`config.mk`:
```
export PLATFORM = sky130hd
export DESIGN_NAME = gf_mult_seq
export DESIGN_NICKNAME = d
export VERILOG_FILES = /design/src/rtl/gf_mult_seq.sv
export SDC_FILE = /design/constraint.sdc
export NUM_CORES = 1
export LEC_CHECK = 0
export BUFFER_PORTS_ARGS = -buffer_cell sky130_fd_sc_hd__buf_2
export CAP_MARGIN = 10
export CORE_MARGIN = 1
export CORE_UTILIZATION = 40
export DETAILED_ROUTE_END_ITERATION = 8
export SKIP_CTS_REPAIR_TIMING = 1
export SLEW_MARGIN = 40
export SYNTH_ARGS = -nofsm -noshare
export SYNTH_HDL_FRONTEND = slang
export SYNTH_SLANG_ARGS = --single-unit
```
`constraint.sdc`:
```
create_clock -name clock -period 2.35 [get_ports clock]
set_clock_uncertainty 0.2 [all_clocks]
set_input_delay 0.235 -clock clock [delete_from_list [all_inputs] [get_ports clock]]
set_output_delay 0.235 -clock clock [all_outputs]
set_load 0.005 [all_outputs]
```
`src/rtl/gf_mult_seq.sv`:
```
// Sequential GF(2^4) multiplier: MSB-first shift-and-add over four cycles with
// reduction by a caller-supplied field polynomial, plus a small assertion checker.

module gf_mult_seq_chk (
    input logic       clock,
    input logic       reset,
    input logic       done,
    input logic       ready,
    input logic       is_one,
    input logic [3:0] out
);

    done_ready_a: assert property (@(posedge clock) disable iff (reset) done |-> ready);
    done_pulse_a: assert property (@(posedge clock) disable iff (reset) done |=> !done);
    is_one_a:     assert property (@(posedge clock) disable iff (reset) is_one == (out == 4'b0001));

endmodule

module gf_mult_seq (
    input  logic       clock,
    input  logic       reset,
    input  logic       start,
    input  logic [3:0] a,
    input  logic [3:0] b,
    input  logic [4:0] f,
    output logic [3:0] out,
    output logic       done,
    output logic       ready,
    output logic       is_one
);

    typedef enum logic [1:0] {
        IDLE = 2'd0,
        RUN  = 2'd1,
        DONE = 2'd2
    } state_t;

    state_t     state_r;
    logic [3:0] a_r;
    logic [3:0] b_r;
    logic [3:0] poly_r;
    logic [3:0] acc_r;
    logic [1:0] idx_r;
    logic [3:0] step_s;
    // x^4 is always folded back as poly[3:0], so the leading coefficient never matters
    logic       f_msb_unused_s;

    assign f_msb_unused_s = f[4];

    // One multiply step: reduce the shifted accumulator, then conditionally add the multiplicand
    function automatic logic [3:0] gf_step(
        input logic [3:0] acc,
        input logic [3:0] mcand,
        input logic [3:0] poly,
        input logic       mbit
    );
        logic [3:0] t;
        t = {acc[2:0], 1'b0} ^ (acc[3] ? poly : 4'b0000);
        return mbit ? (t ^ mcand) : t;
    endfunction

    // Next accumulator value for the current bit index
    always_comb begin
        step_s = gf_step(acc_r, a_r, poly_r, b_r[idx_r]);
    end

    // Control FSM, operand latches, accumulator and registered outputs
    always_ff @(posedge clock) begin
        if (reset) begin
            state_r <= IDLE;
            a_r     <= 4'b0000;
            b_r     <= 4'b0000;
            poly_r  <= 4'b0000;
            acc_r   <= 4'b0000;
            idx_r   <= 2'd0;
            out     <= 4'b0000;
            done    <= 1'b0;
            ready   <= 1'b1;
            is_one  <= 1'b0;
        end else begin
            done <= 1'b0;
            case (state_r)
                IDLE, DONE: begin
                    if (start) begin
                        a_r     <= a;
                        b_r     <= b;
                        poly_r  <= f[3:0];
                        acc_r   <= 4'b0000;
                        idx_r   <= 2'd3;
                        ready   <= 1'b0;
                        state_r <= RUN;
                    end else begin
                        ready   <= 1'b1;
                        state_r <= IDLE;
                    end
                end
                RUN: begin
                    acc_r <= step_s;
                    idx_r <= idx_r - 2'd1;
                    if (idx_r == 2'd0) begin
                        out     <= step_s;
                        is_one  <= (step_s == 4'b0001);
                        done    <= 1'b1;
                        ready   <= 1'b1;
                        state_r <= DONE;
                    end else begin
                        ready   <= 1'b0;
                        state_r <= RUN;
                    end
                end
                default: begin
                    ready   <= 1'b1;
                    state_r <= IDLE;
                end
            endcase
        end
    end

    gf_mult_seq_chk u_chk (
        .clock  (clock),
        .reset  (reset),
        .done   (done),
        .ready  (ready),
        .is_one (is_one),
        .out    (out)
    );

endmodule
```
==> results of run 1 <==
==> through the flow <==
step	cells	power, mW	hold WS [ns]	instance area (um2)	util
after detailed placement	180	0.6044	0.2451	1245	0.4892
after global placement	180	0.5996	0.2410	1242	0.4882
after CTS	184	0.7974	-0.07558	1271	0.4995
after floorplan	134	0.5710	0.1710	1115	-
after global routing	196	0.8547	0.1264	1391	0.5467
final	196	0.8053	0.1340	1391	0.5467
==> area by class of cell <==
cell class / instances / area (um2) / share of cell area
flip-flops and latches: 27 / 540.5 / 0.3885
multi-input cells: 96 / 535.5 / 0.3849
clock buffers: 4 / 26.28 / 0.01888
repair buffers: 34 / 232.7 / 0.1673
inverters: 5 / 18.77 / 0.01349
well taps: 30 / 37.54 / 0.02698
==> power by group through the flow <==
stage | Combinational (mW) | Sequential, mW | Clock, mW
floorplan | 0.0701 | 0.501 | 0
global placement | 0.0961 | 0.503 | 0
detailed placement | 0.0999 | 0.505 | 0
CTS | 0.101 | 0.494 | 0.202
global route | 0.130 | 0.498 | 0.227
finish | 0.115 | 0.495 | 0.196
==> synth_stat cells <==
| cell | count | area share |
|---|---|---|
| nand2_1 | 42 | 0.14 |
| xnor2_1 | 4 | 0.031 |
| a32o_1 | 1 | 0.0090 |
| xor2_1 | 3 | 0.024 |
| nor4_2 | 1 | 0.011 |
| and2_1 | 2 | 0.011 |
| o21ai_0 | 2 | 0.0090 |
| inv_1 | 5 | 0.017 |
| nand4b_1 | 1 | 0.0079 |
| xor3_1 | 1 | 0.021 |
| nand4_1 | 1 | 0.0056 |
| a21oi_1 | 17 | 0.076 |
| dfxtp_1 | 27 | 0.48 |
| a22oi_1 | 4 | 0.027 |
| nor2_1 | 7 | 0.024 |
| a2bb2oi_1 | 1 | 0.0079 |
| a221oi_1 | 1 | 0.0079 |
| nand2b_1 | 1 | 0.0056 |
| clkbuf_1 | 6 | 0.020 |
| mux4_2 | 1 | 0.020 |
| nand2_2 | 1 | 0.0056 |
| nor2b_1 | 3 | 0.017 |
| o21ai_1 | 1 | 0.0045 |
| ha_1 | 1 | 0.011 |
==> logic make-up (layout without fill, tap and decap cells) <==
kind of cell,count (synthesis),after routing
AOI/OAI and AO/OA,27,27
adders and majority gates,1,1
buffers and inverters,11,43
muxes,1,1
xor gates and xnor gates,8,8
DFF,27,27
and+or+nand+nor,59,59
==> flip-flops by register name, indices dropped and copies added, names as in the netlist <==
register	cells
is_one	1
done	1
acc_r	4
out	4
idx_r	2
state_r	2
ready	1
a_r	4
b_r	4
poly_r	4
==> per-layer routing <==
layer,vias up,GRT usage,part of all wire
li1,504,-,-
met3,4,0.02500,0.031
met2,19,0.2731,0.50
met1,432,0.2054,0.45
met5,-,0,0
met4,0,0.09402,0.012
==> how the worst max path moves through the flow <==
stage	depth (start not counted)	slack [ns]	to
after floorplan	5	0.60	is_one
after global placement	5	0.38	acc_r[0]
after detailed placement	5	0.48	is_one
after CTS	5	0.43	is_one
after global routing	5	0.35	is_one
final	5	0.44	is_one
==> impl_metrics.csv, run 1 <==
group,metric,value,unit
outcome,status,"completed",
power_and_ir_drop,ir_drop,0.3682,mV
power_and_ir_drop,pwr-share-clk,0.243,
yosys,synth_top_family_by_area,"simple AND/OR/NAND/NOR gates",
yosys,synthMuxAreaShare,0.02020,
yosys,synth-xor-area-share,0.07632,
critical_path,r2r_cells,5,
placement,io_buffer_count,21,
sta,final_hold_viol_count,0,
die,start_util,0.4381,
sta,fmax,523.7,MHz
critical_path,cpMaxStageDelayCell,"mux4_2",
die,fp.dieH,54.79,um
placement,dp_hpwl,1555,um
critical_path,r2r_start,"idx_r[0]",
critical_path,critPathTopFamily,"multiplexers",
global_routing,overflow,0,
power_and_ir_drop,power.density,578.8,mW/mm2
yosys,yosysWarnings,0,
global_routing,grt_start_max_net_pins,26,
clock_tree,cts_made_buffers,3,
power_and_ir_drop,intPower,600.6,uW
hold_path,worstHoldPathType,"in -> reg",
clock_tree,cts_buffer_depth,2,
detailed_routing,routed_wirelength,2268,um
critical_path,crit_type,"reg -> reg",
sta,maxSlewViolCount,0,
clock_tree,clock_tree.root_cell,"clkbuf_4",
sta,timing.final.ws_setup,0.4404,ns
clock_tree,clk_pin_slew,0.14,ns
power_and_ir_drop,p_leak,0.5543,nW
critical_path,crit_path_start,"idx_r[0]",
sta,finalCritPeriodShare,0.8126,
sta,setup_tns,0,ns
detailed_routing,firstDrtPassIters,4,
yosys,avgSynthCellArea,8.320,um2
critical_path,start_kind,"register",
power_and_ir_drop,swShare,0.2542,
sta,rsz0062_at_grt,"no",
critical_path,worstPathArrival,1.94,ns
yosys,yosysSeqAreaShare,0.4848,
hold_path,min_from,"reset",
cells_and_area,nets,184,
clock_tree,htree_levels,1,
critical_path,r2r_end,"is_one",
power_and_ir_drop,p_seq_frac,0.614,
detailed_routing,wl_per_cell,11.57,um
yosys,synth_fa_ha_area_frac,0.01122,
yosys,synth_area,0.001115,mm2
die,coreArea,0.002545,mm2
hold_path,min_to,"acc_r[2]",
yosys,syn_nets,151,
critical_path,end_kind,"register",
flow_run,maxCapViolCount,0,
critical_path,r2r_setup_slack,0.44,ns
detailed_routing,drc,0,
die,io_pins,23,
yosys,yosys.area_share.simple,0.2290,
cells_and_area,final_cell_mix,"42 x nand2_1, 27 x dfxtp_1, 21 x buf_2, 17 x a21oi_1, 12 x dlygate4sd3_1",
placement,dpl_worst_slack,0.4785,ns
detailed_routing,viasPerCell,4.893,
critical_path,cp_max_fo,6,
global_routing,antenna_found_initial,0,
global_routing,grtUsageTotal,0.1667,
cells_and_area,nFillCells,257,
detailed_routing,drt_iter0_markers,9,
clock_tree,clkLatencyLatePin,0.32,ns
yosys,ys_seq_elements,27,
sta,max-slew-margin-rel,0.5998,
placement,gp_congestion,0.8043,
sta,setup_violations,0,
critical_path,worst-path-buf-inv,0,
die,fp.dieW,54.79,um
critical_path,cp_slowest_stage_delay,0.60,ns
power_and_ir_drop,p_switching,204.7,uW
yosys,synth.distinct_cells,24,
die,die_area,0.003002,mm2
critical_path,crit_path_cell_trace,"mux4_2, nand2_2, xnor2_1, nor4_2, a32o_1",
global_routing,grt_pass1_vias,810,
cells_and_area,diodes,0,
hold_path,hold_depth,2,
yosys,synth_compound_area_frac,0.1414,
cells_and_area,drive_above_1_share,0.1747,
critical_path,cp_data_required_time,2.38,ns
cells_and_area,final_common_cell,"nand2_1",
sta,period_needed,1.910,ns
clock_tree,cts_tree,"built",
detailed_routing,num_vias,959,
power_and_ir_drop,pwr-share-comb,0.143,
clock_tree,clkSinkCount,27,
cells_and_area,area_delta_synth_final,24.80,%
detailed_routing,ant_nets,0,
global_routing,grt_pass1_wl,3456,um
die,num_rows,18,
yosys,synthCells,134,
sta,worstMarginPinSlew,0.5976,ns
Note: power is estimated with default switching activity, not from simulation.
==> inputs of run 2 (changes only) <==
==> constraint.sdc (replaced) <==
create_clock -name clock -period 1.7 [get_ports clock]
set_clock_uncertainty 0.2 [all_clocks]
set_input_delay 0.17 -clock clock [delete_from_list [all_inputs] [get_ports clock]]
set_output_delay 0.17 -clock clock [all_outputs]
set_load 0.005 [all_outputs]
==> impl_metrics.csv, run 2 (synthesis gave the netlist of run 1 again) <==
group,metric,value,unit
sta,rsz0062_at_grt,"yes",
detailed_routing,viasPerCell,4.881,
critical_path,cp_slowest_stage_delay,0.57,ns
critical_path,crit_type,"reg -> reg",
power_and_ir_drop,ir_drop,0.4582,mV
placement,place_area,0.001291,mm2
power_and_ir_drop,power.density,768.1,mW/mm2
die,num_rows,18,
clock_tree,clkSinkCount,27,
critical_path,start_kind,"register",
cells_and_area,finish.utilization,0.5777,
power_and_ir_drop,intPower,842.2,uW
critical_path,end_kind,"register",
global_routing,grt_start_max_net_pins,15,
global_routing,grt_pass1_wl,3629,um
cells_and_area,area_delta_synth_final,31.87,%
power_and_ir_drop,swShare,0.2542,
critical_path,cp_data_required_time,1.74,ns
outcome,status,"finished with violations",
sta,fmax,573.8,MHz
sta,final_hold_viol_count,0,
die,fp.dieW,54.79,um
power_and_ir_drop,pwr-share-clk,0.241,
cells_and_area,final_common_cell,"nand2_1",
die,start_util,0.4381,
sta,worstMarginPinSlew,0.4777,ns
die,die_area,0.003002,mm2
power_and_ir_drop,pwr-share-comb,0.156,
detailed_routing,drc,0,
outcome,violations,"negative setup slack",
clock_tree,cts_buffer_depth,2,
critical_path,cpMaxStageDelayCell,"mux4_2",
clock_tree,clk_pin_slew,0.14,ns
global_routing,overflow,0,
detailed_routing,wl_per_cell,11.58,um
cells_and_area,drive_above_1_share,0.2326,
detailed_routing,firstDrtPassIters,4,
detailed_routing,routed_wirelength,2340,um
critical_path,worstPathArrival,1.78,ns
sta,setup_violations,4,
die,io_pins,23,
sta,maxSlewViolCount,0,
clock_tree,clkLatencyLatePin,0.32,ns
detailed_routing,drt_iter0_markers,7,
sta,max-slew-margin-rel,0.6816,
clock_tree,cts_tree,"built",
clock_tree,htree_levels,1,
cells_and_area,nFillCells,257,
global_routing,antenna_found_initial,0,
clock_tree,cts_made_buffers,3,
cells_and_area,final_cell_mix,"41 x nand2_1, 26 x dfxtp_1, 21 x buf_2, 15 x a21oi_1, 13 x dlygate4sd3_1",
sta,timing.final.ws_setup,-0.04288,ns
clock_tree,clock_tree.root_cell,"clkbuf_4",
cells_and_area,finalInstanceArea,0.001470,mm2
flow_run,maxCapViolCount,0,
power_and_ir_drop,p_leak,0.6038,nW
placement,dp_hpwl,1642,um
sta,period_needed,1.743,ns
cells_and_area,nets,190,
hold_path,worstHoldPathType,"in -> reg",
power_and_ir_drop,p_switching,287.1,uW
critical_path,cp_max_fo,6,
power_and_ir_drop,p_seq_frac,0.604,
global_routing,grtUsageTotal,0.1737,
placement,io_buffer_count,21,
detailed_routing,ant_nets,0,
global_routing,grt_pass1_vias,827,
die,coreArea,0.002545,mm2
sta,finalCritPeriodShare,1.025,
placement,gp_congestion,0.7502,
cells_and_area,diodes,0,
detailed_routing,num_vias,986,
power_and_ir_drop,power.total,1.129,mW
die,fp.dieH,54.79,um
critical_path,crit_path_cell_trace,"mux4_2, nand2_2, xnor2_2, nor4_2, a32o_1",
## run 2: changes by cell type in the layout (fill, tap and decap cells not counted), sizes merged
cell	previous run	this run
dlygate4sd3	12	13
buf	22	27
## run 2: metrics by stage
stage,setup WS [ns],instances,TNS (ns),hold slack [ns]
5_1_grt,-0.1301,202,-0.7390,0.2252
2_1_floorplan,0.003838,134,0,0.1060
6_report,-0.04288,202,-0.09112,0.2126
4_1_cts,-0.08589,188,-0.3162,-0.1417
3_5_place_dp,-0.06634,184,-0.1408,0.2154
3_3_place_gp,-0.05070,184,-0.05070,0.2105
## run 2: layout make-up
cell class	count	area, um2	share of cell area
Timing Repair Buffer	40	280.3	0.1906
Clock buffer	4	26.28	0.01787
Multi-Input combinational cell	96	565.5	0.3847
Inverter	5	18.77	0.01277
Sequential cell	27	541.8	0.3685
Tap cell	30	37.54	0.02553
## run 2: critical path: cells and delay by family, from the launching register on
family / cells / cell delay, ns
muxes: 1 / 0.57
xor gates and xnor gates: 1 / 0.14
DFF: 1 / 0.36
and+or+nand+nor: 2 / 0.18
AOI/OAI and AO/OA: 1 / 0.20
## run 2: per-layer routing
metal | GRT usage | up-vias | part of all wire
li1 | - | 518 | -
met1 | 0.2209 | 439 | 0.49
met2 | 0.2871 | 24 | 0.46
met3 | 0.02500 | 5 | 0.032
met4 | 0.07692 | 0 | 0.019
met5 | 0 | - | 0
## run 2: power by group through the flow
stage / Sequential [mW] / Clock, mW / Combinational [mW]
finish: 0.682 / 0.272 / 0.176
global route: 0.687 / 0.311 / 0.196
CTS: 0.683 / 0.279 / 0.148
detailed placement: 0.697 / 0 / 0.147
global placement: 0.696 / 0 / 0.143
floorplan: 0.693 / 0 / 0.0988
## run 2: final timing paths
kind	start	endpoint	slack, ns	depth (start not counted)
setup / recovery	idx_r[0]	is_one	-0.04	5
hold / removal	start	b_r[2]	0.21	5
setup reg to reg	idx_r[0]	is_one	-0.04	5
hold reg to reg	b_r[0]	b_r[0]	0.27	2
==> inputs of run 3 (changes only) <==
--- a/config.mk
+++ b/config.mk
@@ -10,6 +10,7 @@
 export CORE_MARGIN = 1
 export CORE_UTILIZATION = 40
 export DETAILED_ROUTE_END_ITERATION = 8
+export PLACE_DENSITY_LB_ADDON = 0.05
 export SKIP_CTS_REPAIR_TIMING = 1
 export SLEW_MARGIN = 40
 export SYNTH_ARGS = -nofsm -noshare
==> impl_metrics.csv, run 3 (synthesis gave the netlist of run 1 again) <==
group,metric,value,unit
hold_path,min_to,"idx_r[0]",
critical_path,r2r_start,"idx_r[0]",
critical_path,cp_max_fo,6,
global_routing,grtUsageTotal,0.1752,
die,fp.dieH,54.79,um
critical_path,cp_slowest_stage_delay,0.57,ns
sta,rsz0062_at_grt,"yes",
flow_run,maxCapViolCount,0,
placement,io_buffer_count,21,
cells_and_area,nFillCells,230,
clock_tree,clock_tree.root_cell,"clkbuf_4",
cells_and_area,area_delta_synth_final,33.67,%
clock_tree,cts_buffer_depth,2,
power_and_ir_drop,power.density,765.7,mW/mm2
die,num_rows,18,
critical_path,start_kind,"register",
critical_path,cp_data_required_time,1.74,ns
die,coreArea,0.002545,mm2
die,fp.dieW,54.79,um
critical_path,r2r_end,"is_one",
global_routing,grt_start_max_net_pins,17,
critical_path,r2r_setup_slack,-0.08,ns
sta,timing.final.ws_setup,-0.07669,ns
detailed_routing,ant_nets,0,
sta,final_hold_viol_count,0,
critical_path,worst-path-buf-inv,0,
critical_path,cpMaxStageDelayCell,"mux4_2",
die,die_area,0.003002,mm2
clock_tree,cts_tree,"built",
sta,max-slew-margin-rel,0.6887,
die,io_pins,23,
global_routing,gr-usage-met3,0.02500,
power_and_ir_drop,p_leak,0.6069,nW
clock_tree,htree_levels,1,
hold_path,hold_depth,4,
placement,dp_hpwl,1685,um
sta,finalCritPeriodShare,1.045,
sta,maxSlewViolCount,0,
critical_path,crit_path_cell_trace,"mux4_2, nand2_2, xnor2_2, nor4_2, a32o_1",
cells_and_area,final_common_cell,"nand2_1",
global_routing,overflow,0,
cells_and_area,finish.utilization,0.5855,
placement,gp_congestion,0.7200,
clock_tree,clkSinkCount,27,
critical_path,r2r_cells,5,
global_routing,grt_pass1_wl,3677,um
cells_and_area,final_cell_mix,"41 x nand2_1, 26 x dfxtp_1, 21 x buf_2, 16 x a21oi_1, 14 x dlygate4sd3_1",
detailed_routing,drc,0,
hold_path,worstHoldPathType,"in -> reg",
sta,setup_violations,1,
global_routing,antenna_found_initial,0,
outcome,violations,"negative setup slack",
detailed_routing,routed_wirelength,2371,um
critical_path,critPathTopFamily,"multiplexers",
detailed_routing,num_vias,993,
global_routing,met2_usage,0.3112,
clock_tree,cts_made_buffers,3,
critical_path,worstPathArrival,1.81,ns
clock_tree,clkLatencyLatePin,0.32,ns
global_routing,busiest_layer,"met2",
placement,dpl_worst_slack,-0.07805,ns
outcome,status,"finished with violations",
cells_and_area,layout.cells.non_filler,203,
global_routing,gr-usage-met1,0.2101,
cells_and_area,nets,191,
detailed_routing,wl_per_cell,11.68,um
cells_and_area,drive_above_1_share,0.2370,
sta,worstMarginPinSlew,0.4669,ns
sta,period_needed,1.777,ns
cells_and_area,diodes,0,
clock_tree,clk_pin_slew,0.16,ns
detailed_routing,firstDrtPassIters,4,
die,start_util,0.4381,
global_routing,grt_pass1_vias,871,
detailed_routing,drt_iter0_markers,7,
hold_path,min_from,"reset",
critical_path,crit_type,"reg -> reg",
placement,place_inst,185,
critical_path,end_kind,"register",
sta,fmax,562.8,MHz
power_and_ir_drop,power.total,1.141,mW
power_and_ir_drop,ir_drop,0.6084,mV
sta,hold_ws,0.007291,ns
detailed_routing,viasPerCell,4.892,
-- run 3: metal layers --
metal	part of all wire	wire length, um	vias up
li1	-	-	513
met1	0.47	1126	461
met2	0.49	1164	17
met3	0.027	65	2
met4	0.0063	15	0
met5	0	0	-
-- run 3: power by group --
part	total [mW]	switching (mW)	internal, mW
Sequential	0.683	0.0189	0.664
Clock	0.281	0.192	0.0897
Combinational	0.177	0.0897	0.0868
Total	1.14	0.300	0.841
-- run 3: per-stage QoR --
stage | setup TNS (ns) | instance area [um2]
after floorplan | 0 | 1134
after global placement | -0.05089 | 1299
after detailed placement | -0.1023 | 1299
after CTS | -0.2027 | 1329
after global routing | -0.7914 | 1490
final | -0.07669 | 1490
-- run 3: tightest hold or removal path, cell delays in order --
cell and delay (ns):
buf_2 0.13, inv_1 0.09, nand2_1 0.07, a21oi_1 0.04
-- run 3: how the worst max path moves through the flow --
stage                        start     end  cells past startpoint
final                     idx_r[0]  is_one                      5
after global routing      idx_r[0]  is_one                      5
after CTS                 idx_r[0]  is_one                      5
after detailed placement  idx_r[0]  is_one                      5
after global placement    idx_r[0]  is_one                      5
after floorplan           idx_r[0]  is_one                      5
-- run 3: area by class of cell --
type / instances / area, um2 / share of cell area
repair buffers: 41 / 290.3 / 0.1948
inverters: 5 / 18.77 / 0.01259
multi-input cells: 96 / 569.3 / 0.3820
clock buffers: 3 / 22.52 / 0.01511
clock inverters: 1 / 7.507 / 0.005038
well taps: 30 / 37.54 / 0.02519
flip-flops and latches: 27 / 544.3 / 0.3652
